--- src/rtl/rtl_settings_pkg.sv ---
// Shared settings for the memory test controller: bus widths, mode and
// state enums, and the LFSR feedback taps used for random addressing.
package rtl_settings_pkg;

  // Avalon-MM address width and burst-count width of the memory under test.
  localparam int CMP_ADDR_W  = 26;
  localparam int AMM_BURST_W = 11;

  typedef enum logic [1:0] {
    READ_ONLY       = 2'd0,
    WRITE_ONLY      = 2'd1,
    WRITE_AND_CHECK = 2'd2
  } test_mode_t;

  typedef enum logic [2:0] {
    RND   = 3'd0,
    FIX   = 3'd1,
    INC   = 3'd2,
    RUN_0 = 3'd3,
    RUN_1 = 3'd4
  } addr_mode_t;

  typedef enum logic [2:0] {
    IDLE     = 3'd0,
    WR_ISSUE = 3'd1,
    WR_WAIT  = 3'd2,
    RD_ISSUE = 3'd3,
    RD_WAIT  = 3'd4,
    FINISH   = 3'd5
  } mem_test_state_t;

  // Right-shifting Galois feedback mask for x^26 + x^6 + x^2 + x + 1.
  localparam logic [25:0] LFSR_TAPS = 26'h200_0023;

endpackage

--- src/rtl/mem_test_ctrl_if.sv ---
// Command bus between the test controller (master) and the transaction
// generator/comparator (slave), plus the phase-complete pulse back.
interface mem_test_ctrl_if;
  import rtl_settings_pkg::*;

  logic                   cmd_valid_o;
  logic                   cmd_ready_i;
  logic                   cmd_write_o;
  logic [CMP_ADDR_W-1:0]  cmd_addr_o;
  logic [AMM_BURST_W-2:0] cmd_words_o;
  logic                   phase_done_i;

  modport master (
    output cmd_valid_o,
    output cmd_write_o,
    output cmd_addr_o,
    output cmd_words_o,
    input  cmd_ready_i,
    input  phase_done_i
  );

  modport slave (
    input  cmd_valid_o,
    input  cmd_write_o,
    input  cmd_addr_o,
    input  cmd_words_o,
    output cmd_ready_i,
    output phase_done_i
  );

endinterface

--- src/rtl/mem_addr_gen.sv ---
// Address sequencer for the memory test: holds the current command address
// and advances it on each accepted command according to the address mode.
// A load restarts the sequence from the seed so a read phase can replay the
// exact address stream of the preceding write phase.
module mem_addr_gen
  import rtl_settings_pkg::*;
#(
  parameter int LFSR_W = CMP_ADDR_W
) (
  input  logic                   clk_i,
  input  logic                   rst_i,
  input  logic                   load,
  input  logic [CMP_ADDR_W-1:0]  seed,
  input  logic                   step,
  input  addr_mode_t             mode,
  input  logic [AMM_BURST_W-2:0] words,
  output logic [CMP_ADDR_W-1:0]  addr
);

  logic [CMP_ADDR_W-1:0] addr_reg;
  logic [CMP_ADDR_W-1:0] addr_next;
  logic [CMP_ADDR_W-1:0] walk;
  logic [CMP_ADDR_W-1:0] walk_next;
  logic [LFSR_W-1:0]     lfsr;
  logic [LFSR_W-1:0]     lfsr_next;
  logic [LFSR_W-1:0]     lfsr_seed;

  // An all-zero LFSR state would lock up, so a zero seed starts at 1.
  assign lfsr_seed = (LFSR_W'(seed) == '0) ? LFSR_W'(1) : LFSR_W'(seed);

  assign lfsr_next = {1'b0, lfsr[LFSR_W-1:1]} ^ (lfsr[0] ? LFSR_W'(LFSR_TAPS) : '0);

  // Walking pattern for the RUN modes: a single 1 rotating left, wrapping.
  assign walk_next = {walk[CMP_ADDR_W-2:0], walk[CMP_ADDR_W-1]};

  // Next address for the active mode.
  always_comb begin
    // NOTE: every always_comb output gets a default first so no path can infer a latch.
    addr_next = addr_reg;
    case (mode)
      FIX:     addr_next = addr_reg;
      INC:     addr_next = addr_reg + CMP_ADDR_W'(words) + CMP_ADDR_W'(1);
      RND:     addr_next = CMP_ADDR_W'(lfsr_next);
      RUN_0:   addr_next = ~walk;
      RUN_1:   addr_next = walk;
      default: addr_next = addr_reg;
    endcase
  end

  // Address, LFSR and walking-bit registers.
  always_ff @(posedge clk_i or posedge rst_i) begin
    if (rst_i) begin
      // NOTE: sequential state uses non-blocking assignments so all registers update together at the edge.
      addr_reg <= '0;
      lfsr     <= LFSR_W'(1);
      walk     <= CMP_ADDR_W'(1);
    end else if (load) begin
      addr_reg <= seed;
      lfsr     <= lfsr_seed;
      walk     <= CMP_ADDR_W'(1);
    end else if (step) begin
      addr_reg <= addr_next;
      if (mode == RND) begin
        lfsr <= lfsr_next;
      end
      if (mode == RUN_0 || mode == RUN_1) begin
        walk <= walk_next;
      end
    end
  end

  assign addr = addr_reg;

endmodule

--- src/rtl/mem_test_ctrl.sv ---
// Memory test controller: on a start pulse it captures the test settings and
// issues a write phase, a read phase, or a write phase followed by a read
// phase that replays the same address stream. Commands leave on a
// valid/ready bus; each phase waits for phase_done before moving on.
// Optional feature: define MEM_TEST_CTRL_ABORT_EN to add abort_i/aborted_o,
// which end a running test early once no command is left hanging.
module mem_test_ctrl
  import rtl_settings_pkg::*;
#(
  parameter int TRANS_CNT_W = 16,
  parameter int LFSR_W      = CMP_ADDR_W
) (
  input  logic                   clk_i,
  input  logic                   rst_i,
  input  logic                   start_i,
  input  test_mode_t             test_mode_i,
  input  addr_mode_t             addr_mode_i,
  input  logic [TRANS_CNT_W-1:0] trans_cnt_i,
  input  logic [AMM_BURST_W-2:0] words_cnt_i,
  input  logic [CMP_ADDR_W-1:0]  base_addr_i,
`ifdef MEM_TEST_CTRL_ABORT_EN
  input  logic                   abort_i,
  output logic                   aborted_o,
`endif
  mem_test_ctrl_if.master        cmd,
  output logic                   busy_o,
  output logic                   test_finish_o
);

  mem_test_state_t        state;
  mem_test_state_t        state_next;

  // Settings captured at start and held for the whole test.
  test_mode_t             test_mode;
  addr_mode_t             addr_mode;
  logic [TRANS_CNT_W-1:0] trans_cnt;
  logic [AMM_BURST_W-2:0] words_cnt;
  logic [CMP_ADDR_W-1:0]  base_addr;

  logic [TRANS_CNT_W-1:0] cnt;
  logic                   issue;
  logic                   handshake;
  logic                   start_go;
  logic                   reload;
  logic                   gen_load;
  logic [CMP_ADDR_W-1:0]  gen_seed;
  logic [CMP_ADDR_W-1:0]  addr;

`ifdef MEM_TEST_CTRL_ABORT_EN
  logic                   abort_pend;
  logic                   abort_take;
  logic                   aborted;
`endif

  assign issue     = (state == WR_ISSUE) || (state == RD_ISSUE);
  assign handshake = issue && cmd.cmd_ready_i;
  assign start_go  = (state == IDLE) && start_i;

  // The generator is seeded from the live input at start and from the
  // captured copy when the read phase replays the write sequence.
  assign gen_load  = start_go || reload;
  assign gen_seed  = start_go ? base_addr_i : base_addr;

  // State register.
  always_ff @(posedge clk_i or posedge rst_i) begin
    if (rst_i) begin
      state <= IDLE;
    end else begin
      state <= state_next;
    end
  end

  // Next-state decode; also flags the write-to-read reload.
  always_comb begin
    state_next = state;
    reload     = 1'b0;
`ifdef MEM_TEST_CTRL_ABORT_EN
    abort_take = 1'b0;
`endif
    case (state)
      IDLE: begin
        if (start_i) begin
          if (trans_cnt_i == '0) begin
            state_next = FINISH;
          end else if (test_mode_i == READ_ONLY) begin
            state_next = RD_ISSUE;
          end else begin
            state_next = WR_ISSUE;
          end
        end
      end
      WR_ISSUE: begin
        if (handshake && cnt == TRANS_CNT_W'(1)) begin
          state_next = WR_WAIT;
        end
      end
      WR_WAIT: begin
        if (cmd.phase_done_i) begin
          if (test_mode == WRITE_AND_CHECK) begin
            state_next = RD_ISSUE;
            reload     = 1'b1;
          end else begin
            state_next = FINISH;
          end
        end
      end
      RD_ISSUE: begin
        if (handshake && cnt == TRANS_CNT_W'(1)) begin
          state_next = RD_WAIT;
        end
      end
      RD_WAIT: begin
        if (cmd.phase_done_i) begin
          state_next = FINISH;
        end
      end
      FINISH:  state_next = IDLE;
      default: state_next = IDLE;
    endcase
`ifdef MEM_TEST_CTRL_ABORT_EN
    // An abort must not strand an offered command: it waits for the
    // handshake while a command is on the bus.
    if (state != IDLE && state != FINISH && (abort_i || abort_pend) &&
        (!issue || cmd.cmd_ready_i)) begin
      state_next = FINISH;
      reload     = 1'b0;
      abort_take = 1'b1;
    end
`endif
  end

  // Settings capture and per-phase transaction counter.
  always_ff @(posedge clk_i or posedge rst_i) begin
    if (rst_i) begin
      test_mode <= READ_ONLY;
      addr_mode <= FIX;
      trans_cnt <= '0;
      words_cnt <= '0;
      base_addr <= '0;
      cnt       <= '0;
    end else if (start_go) begin
      test_mode <= test_mode_i;
      addr_mode <= addr_mode_i;
      trans_cnt <= trans_cnt_i;
      words_cnt <= words_cnt_i;
      base_addr <= base_addr_i;
      cnt       <= trans_cnt_i;
    end else if (reload) begin
      cnt <= trans_cnt;
    end else if (handshake) begin
      cnt <= cnt - TRANS_CNT_W'(1);
    end
  end

`ifdef MEM_TEST_CTRL_ABORT_EN
  // Abort bookkeeping: remember an abort that is waiting for a handshake,
  // and flag a test that ended through abort until the next start.
  always_ff @(posedge clk_i or posedge rst_i) begin
    if (rst_i) begin
      abort_pend <= 1'b0;
      aborted    <= 1'b0;
    end else begin
      if (state == IDLE || state == FINISH || abort_take) begin
        abort_pend <= 1'b0;
      end else if (abort_i) begin
        abort_pend <= 1'b1;
      end
      if (start_go) begin
        aborted <= 1'b0;
      end else if (abort_take) begin
        aborted <= 1'b1;
      end
    end
  end

  assign aborted_o = aborted;
`endif

  mem_addr_gen #(
    .LFSR_W (LFSR_W)
  ) u_addr_gen (
    .clk_i (clk_i),
    .rst_i (rst_i),
    .load  (gen_load),
    .seed  (gen_seed),
    .step  (handshake),
    .mode  (addr_mode),
    .words (words_cnt),
    .addr  (addr)
  );

  assign cmd.cmd_valid_o = issue;
  assign cmd.cmd_write_o = (state == WR_ISSUE);
  assign cmd.cmd_addr_o  = addr;
  assign cmd.cmd_words_o = words_cnt;
  assign busy_o          = (state != IDLE);
  assign test_finish_o   = (state == FINISH);

endmodule
--- src/flat_wrapper.sv ---
// flat-port wrapper written by rule: the top's interface ports become plain ports
module mem_test_ctrl_flat import rtl_settings_pkg::*;
#(
  parameter int TRANS_CNT_W = 16,
  parameter int LFSR_W      = CMP_ADDR_W
)
  (clk_i, rst_i, start_i, test_mode_i, addr_mode_i, trans_cnt_i, words_cnt_i, base_addr_i, busy_o, test_finish_o, cmd_cmd_valid_o, cmd_cmd_write_o, cmd_cmd_addr_o, cmd_cmd_words_o, cmd_cmd_ready_i, cmd_phase_done_i);
  mem_test_ctrl_if cmd_i ();
  input  logic clk_i;
  input  logic rst_i;
  input  logic start_i;
  input  test_mode_t test_mode_i;
  input  addr_mode_t addr_mode_i;
  input  logic [TRANS_CNT_W-1:0] trans_cnt_i;
  input  logic [AMM_BURST_W-2:0] words_cnt_i;
  input  logic [CMP_ADDR_W-1:0] base_addr_i;
  output logic busy_o;
  output logic test_finish_o;
  output wire logic [$bits(cmd_i.cmd_valid_o)-1:0] cmd_cmd_valid_o;
  output wire logic [$bits(cmd_i.cmd_write_o)-1:0] cmd_cmd_write_o;
  output wire logic [$bits(cmd_i.cmd_addr_o)-1:0] cmd_cmd_addr_o;
  output wire logic [$bits(cmd_i.cmd_words_o)-1:0] cmd_cmd_words_o;
  input wire logic [$bits(cmd_i.cmd_ready_i)-1:0] cmd_cmd_ready_i;
  input wire logic [$bits(cmd_i.phase_done_i)-1:0] cmd_phase_done_i;
  assign cmd_cmd_valid_o = cmd_i.cmd_valid_o;
  assign cmd_cmd_write_o = cmd_i.cmd_write_o;
  assign cmd_cmd_addr_o = cmd_i.cmd_addr_o;
  assign cmd_cmd_words_o = cmd_i.cmd_words_o;
  assign cmd_i.cmd_ready_i = cmd_cmd_ready_i;
  assign cmd_i.phase_done_i = cmd_phase_done_i;
  mem_test_ctrl #(.TRANS_CNT_W(TRANS_CNT_W), .LFSR_W(LFSR_W)) u_core (.clk_i(clk_i), .rst_i(rst_i), .start_i(start_i), .test_mode_i(test_mode_i), .addr_mode_i(addr_mode_i), .trans_cnt_i(trans_cnt_i), .words_cnt_i(words_cnt_i), .base_addr_i(base_addr_i), .cmd(cmd_i), .busy_o(busy_o), .test_finish_o(test_finish_o));
endmodule
--- config.mk ---
export PLATFORM = sky130hd
export DESIGN_NAME = mem_test_ctrl_flat
export DESIGN_NICKNAME = d
export VERILOG_FILES = /design/src/rtl/rtl_settings_pkg.sv /design/src/rtl/mem_test_ctrl_if.sv /design/src/rtl/mem_addr_gen.sv /design/src/rtl/mem_test_ctrl.sv /design/src/flat_wrapper.sv
export SDC_FILE = /design/constraint.sdc
export NUM_CORES = 1
export LEC_CHECK = 0
export ABC_AREA = 1
export CAP_MARGIN = 20
export CORE_UTILIZATION = 54
export CTS_CLUSTER_DIAMETER = 30
export DETAILED_ROUTE_END_ITERATION = 8
export GPL_TIMING_DRIVEN = 0
export PLACE_DENSITY = 0.77
export SYNTH_ARGS = -nofsm -noshare
export SYNTH_HDL_FRONTEND = slang
export SYNTH_SLANG_ARGS = --single-unit
--- constraint.sdc ---
create_clock -name clk_i -period 11.9 [get_ports clk_i]
set_input_delay 2.38 -clock clk_i [delete_from_list [all_inputs] [get_ports clk_i]]
set_output_delay 2.38 -clock clk_i [all_outputs]
set_load 0.005 [all_outputs]
==> impl_metrics.yaml, run 1 <==
run_status:
  outcome: "complete, no violations"
clock_network:
  root_buffer: "clkbuf_16"
  clockBufferDepth: 2
  post_cts_resized: 0
  cts_tree: "done"
  cts_num_sinks: 154
  clk-insertion-delay-late_ps: 440
  numCtsBuffers: 17
  clkSlewWorstSetupHoldPaths_ps: 60
  post_cts_buffers: 0
  htreeDepth: 4
  hold_buffers: 0
layout:
  drive_gt1_share_pct: 6.77
  nFillCells: 1392
  area_growth_syn_to_layout_pct: 21.9
  nNetsFinal: 1421
  n_antenna_cell: 0
  fin_cells: 1575
global_routing:
  grt_max_degree: 99
  grt.total_usage_pct: 33.1
  antenna_found_initial: 0
  grt_pass1_wl_um: 42100
  grt_pass1_vias: 8296
  grt_overflow: 0
worst_setup_path:
  critPathKind: "reg2out"
  r2r_cells: 16
  cp_num_cells: 4
  crit_arrival_ps: 1850
  regToRegSetupSlack_ps: 9550
  r2r_end: "u_core.u_addr_gen.addr[24]"
  cp-end-kind: "primary output"
  path_cells: "inv_2 > nand2_2 > o21ai_2 > clkdlybuf4s50_1"
  reg2reg_from: "u_core.cmd.cmd_words_o[0]"
  cp.required_ps: 9520
  crit_path_max_fanout: 7
  crit_slowest_cell: "clkdlybuf4s50_1"
  cpLargestDelayFamily: "buffers and inverters"
  crit_buf_inv: 2
  start_kind: "flop"
  slowest_delay_ps: 560
die:
  io_pins: 102
  core_region_area_mm2: 0.0159
  die_h_um: 130
  initial_core_util_pct: 55.6
  die_w_um: 130
  std_cell_rows: 46
  dieArea_mm2: 0.0169
detailed_routing:
  wirelength_um: 26000
  drtPass1Iterations: 5
  routed_via_density: 5.53
  num_vias: 8702
  drtIter0Drc: 949
  avgRoutedWirePerCell_um: 16.5
  antenna_left: 0
  drcViolationCount: 0
sta:
  rsz0062_at_grt: "false"
  fin_setup_tns_ps: 0
  period_share_pct: 35.6
  hold_viol: 0
  clock_skew_ps: 11.6
  finalMaxSlewViolations: 0
  finalSetupViolCount: 0
  max_freq_ghz: 0.236
  layout_min_cycle_time_ps: 4230
  worst_pin_slew_ps: 817
  slew_headroom_pct: 44.8
pwr:
  power.switching_uw: 1360
  power_leakage_uw: 0.00536
  combPwrFrac_pct: 51.6
  ir_drop_mv: 0.143
  p_int_uw: 1690
  p_seq_share_pct: 29.2
  clkPwrFrac_pct: 19.1
  swShare_pct: 44.6
  p_total_uw: 3050
  powerDensity_mw_per_mm2: 282
place:
  dp.cells: 1543
  port_buffers: 101
  dp_hpwl_um: 19300
  gp_congestion: 0.956
synthesis:
  yosysMostFrequentCell: "nand2_1"
  synthFlopType: "dfrtp_1"
  ys_types: 45
  yosys_warnings: 0
  yosys.area.top_type: "dfrtp_1"
  synth_area_per_cell_um2: 7.23
  synth_cells: 1225
  synth-seq-cells: 154
  synthTopCellsByCount: "nand2_1, inv_1, dfrtp_1"
  synth_edf_count: 0
  synthesis.nets: 1300
  synth_top_area_share_pct: 42.6
  synth_area_leaders: "dfrtp_1, nand2_1, inv_1, nor2_1, o21ai_0"
  async_flop_share_pct: 100
  seq_area_frac_synth_pct: 43.5
  syn_area_mm2: 0.00886
min_path:
  hp-start: "u_core.trans_cnt[15]"
  hold_depth: 2
  hp-class: "reg2reg"
  hold_path_end: "u_core.trans_cnt[15]"
flow_run:
  drv_cap: 0
[logic make-up (layout without fill, tap and decap cells)]
logic type      count (synthesis)  in the layout  share of synthesized area (%)
simple gates                  584            584                           27.2
buf+inv                       232            366                           11.1
xor+xnor                       13             13                           1.28
flops                         154            154                           43.5
compound gates                229            229                           14.9
fa+ha+maj                      13             13                           1.92
[layout by cell type, fill, tap and decap left out, drive strengths merged, types with 8 or more instances in the layout]
master and instances:
xor2 11, a31oi 8, nand3 61, ha 12
dfrtp 151, buf 32, nor3 8, clkdlybuf4s50 101
o22ai 50, a21oi 41, clkbuf 34, a22oi 9
inv 188, nand4 13, nor2 103, nand2 386
o21ai 97
[worst reg2reg max path, cell delays in order, from the launching register on]
cell and delay (ps):
dfrtp_1 380, inv_1 120, ha_1 170, inv_1 80
fa_1 400, nand3_1 100, nand2_1 130, nand2_1 90
nand3_1 200, nand2_1 160, nand2_1 60, nand2_1 50
nand2_1 60, nand2_1 60, nand2_1 50, nand2_1 60
nand2_1 60
[per-layer routing]
layer | wire length (µm) | vias up | GRT usage, %
met5 | 0 | - | 0
met2 | 11800 | 433 | 52.4
met4 | 609 | 0 | 11.3
met3 | 2170 | 53 | 5.86
met1 | 11500 | 4037 | 45.9
li1 | - | 4179 | -
[per-stage QoR]
step	util, %	hold WS (ps)	setup WS (ps)	cell area [µm²]
after CTS	67.8	476	7660	10800
after global placement	63.6	459	3230	10100
after detailed placement	63.8	462	7550	10200
after floorplan	-	444	5380	8860
after global routing	67.8	495	7580	10800
final	67.8	471	7670	10800
[power groups by stage]
| stage | Clock [µW] | Sequential, µW | Combinational [µW] |
|---|---|---|---|
| detailed placement | 0 | 893 | 1530 |
| global route | 607 | 914 | 1750 |
| floorplan | 0 | 857 | 1030 |
| global placement | 0 | 887 | 1490 |
| finish | 583 | 891 | 1570 |
| CTS | 583 | 886 | 1550 |
[how the worst max path moves through the flow]
stage	endpoint	startpoint	slack, ps
2_1_floorplan	u_core.addr_mode[1]	rst_i	5380
3_3_place_gp	u_core.base_addr[15]	rst_i	3230
3_5_place_dp	u_core.cnt[6]	start_i	7550
4_1_cts	cmd_cmd_valid_o	u_core.state[2]	7660
5_1_grt	cmd_cmd_valid_o	u_core.state[2]	7580
6_report	cmd_cmd_valid_o	u_core.state[2]	7670
[cell type report]
class	count	area, µm²	share of cell area, %
Buffer	43	269	2.49
Clock buffer	22	464	4.30
Clock inverter	10	166	1.54
Inverter	189	719	6.66
Multi-Input combinational cell	839	4020	37.2
Sequential cell	154	3860	35.7
Tap cell	216	270	2.50
Timing Repair Buffer	102	1040	9.61
Power figures use the tool's default switching activity.
==> run 2: changes to the inputs <==
- CORE_UTILIZATION: 54 -> 51
- clock period: 11.9 -> 3.45 ns (I/O delays scaled with it)
==> impl_metrics.yaml, run 2 (synthesis results as in run 1) <==
run_status:
  outcome: "complete, no violations"
layout:
  layout_commonest_cell: "nand2_1"
  fin_util_pct: 64.4
  regArea_mm2: 0.00386
  n_antenna_cell: 0
  area_growth_syn_to_layout_pct: 21.8
  nFillCells: 1493
  multi_input_area_mm2: 0.00402
  nNetsFinal: 1424
  final_cell_mix: "nand2_1, inv_1, dfrtp_1, clkdlybuf4s50_1, nor2_1"
  drive_gt1_share_pct: 7.20
sta:
  hold_viol: 0
  rsz0062_at_grt: "false"
  clock_skew_ps: 10.0
  slew_headroom_pct: 45.1
  worst_pin_slew_ps: 812
  holdWs_ps: 474
  finalMaxSlewViolations: 0
  finalSetupViolCount: 0
  max_freq_ghz: 0.392
  layout_min_cycle_time_ps: 2550
  period_share_pct: 73.9
global_routing:
  grt.total_usage_pct: 30.6
  grt_pass1_vias: 8096
  grt_pass1_wl_um: 42300
  grt_overflow: 0
  antenna_found_initial: 0
  grt_max_degree: 38
clock_network:
  post_cts_buffers: 0
  root_buffer: "clkbuf_16"
  clockBufferDepth: 2
  htreeDepth: 4
  clk-insertion-delay-late_ps: 430
  clkSlewWorstSetupHoldPaths_ps: 60
  cts_tree: "done"
  post_cts_resized: 0
  numCtsBuffers: 17
  hold_buffers: 0
  cts_num_sinks: 154
die:
  core_region_area_mm2: 0.0168
  std_cell_rows: 47
  io_pins: 102
  die_h_um: 134
  dieArea_mm2: 0.0179
  die_w_um: 134
  initial_core_util_pct: 52.9
pwr:
  power_leakage_uw: 0.00534
  powerDensity_mw_per_mm2: 949
  clkPwrFrac_pct: 17.3
  combPwrFrac_pct: 52.7
  swShare_pct: 45.8
  power.switching_uw: 4680
  p_int_uw: 5550
  ir_drop_mv: 0.532
  p_seq_share_pct: 30.0
  p_total_uw: 10200
detailed_routing:
  antenna_left: 0
  drtIter0Drc: 870
  num_vias: 8594
  drcViolationCount: 0
  routed_via_density: 5.43
  avgRoutedWirePerCell_um: 16.4
  drtPass1Iterations: 5
  wirelength_um: 25900
worst_setup_path:
  crit_path_max_fanout: 7
  slowest_delay_ps: 550
  critPathKind: "reg2out"
  crit_arrival_ps: 1860
  cp-end-kind: "primary output"
  cpLargestDelayFamily: "buffers and inverters"
  cp.required_ps: 2760
  start_kind: "flop"
  crit_buf_inv: 2
  reg2reg_from: "u_core.cmd.cmd_words_o[0]"
  startpoint: "u_core.state[2]"
  path_cells: "inv_2 > nand2_2 > o21ai_2 > clkdlybuf4s50_1"
  crit_slowest_cell: "clkdlybuf4s50_1"
place:
  dp_hpwl_um: 19900
  gp_congestion: 0.949
  port_buffers: 101
flow_run:
  drv_cap: 0
min_path:
  hp-start: "u_core.trans_cnt[15]"
  hp-class: "reg2reg"
[run 2: cell count changes in the layout (fill, tap and decap cells not counted)]
| cell | change |
|---|---|
| buf_12 | +4 |
| buf_16 | -1 |
| bufinv_16 | -4 |
| clkbuf_1 | -3 |
| clkbuf_8 | +1 |
| clkinv_2 | +1 |
| clkinv_4 | -1 |
| clkinvlp_4 | +4 |
| inv_6 | +2 |
[run 2: metal layers]
metal	part of all wire (%)	vias up	GRT usage, %
met3	8.6	48	5.25
li1	-	4189	-
met2	45	390	46.8
met1	45	3967	44.3
met4	1.8	0	9.47
met5	0	-	0
[run 2: tightest hold or removal path, stage by stage, from the launching register on]
cell and delay [ps]:
dfrtp_1 320, nand2_1 60, nand2_1 60
[run 2: area by class of cell]
class	count	area share, %
Tap cell	220	2.55
Buffer	43	2.49
Timing Repair Buffer	105	10.1
Inverter	189	6.66
Clock buffer	20	4.33
Multi-Input combinational cell	839	37.3
Clock inverter	12	0.847
Sequential cell	154	35.8
[run 2: power by group through the flow]
stage          logic, µW  clock network [µW]  registers (µW)
6_report            5390                1770            3070
3_5_place_dp        5280                   0            3090
2_1_floorplan       3560                   0            2960
4_1_cts             5340                1790            3070
3_3_place_gp        5170                   0            3070
5_1_grt             6020                1870            3150
[run 2: per-stage QoR]
step	instances	TNS (ps)	worst slack (ps)	cell area [µm²]
after floorplan	1225	0	818	8860
after global placement	1546	-82600	-557	10200
after detailed placement	1550	0	789	10200
after CTS	1582	0	890	10800
after global routing	1582	0	839	10800
final	1582	0	901	10800
[run 2: final timing paths]
check | end | slack, ps | cells after the start
min in group asynchronous | u_core.cmd.cmd_words_o[7] | 700 | 2
min | u_core.trans_cnt[15] | 470 | 2
max | cmd_cmd_valid_o | 900 | 4
max reg2reg | u_core.u_addr_gen.addr[14] | 1140 | 15
max in group asynchronous | u_core.state[2] | 1670 | 5
min reg2reg | u_core.trans_cnt[15] | 470 | 2
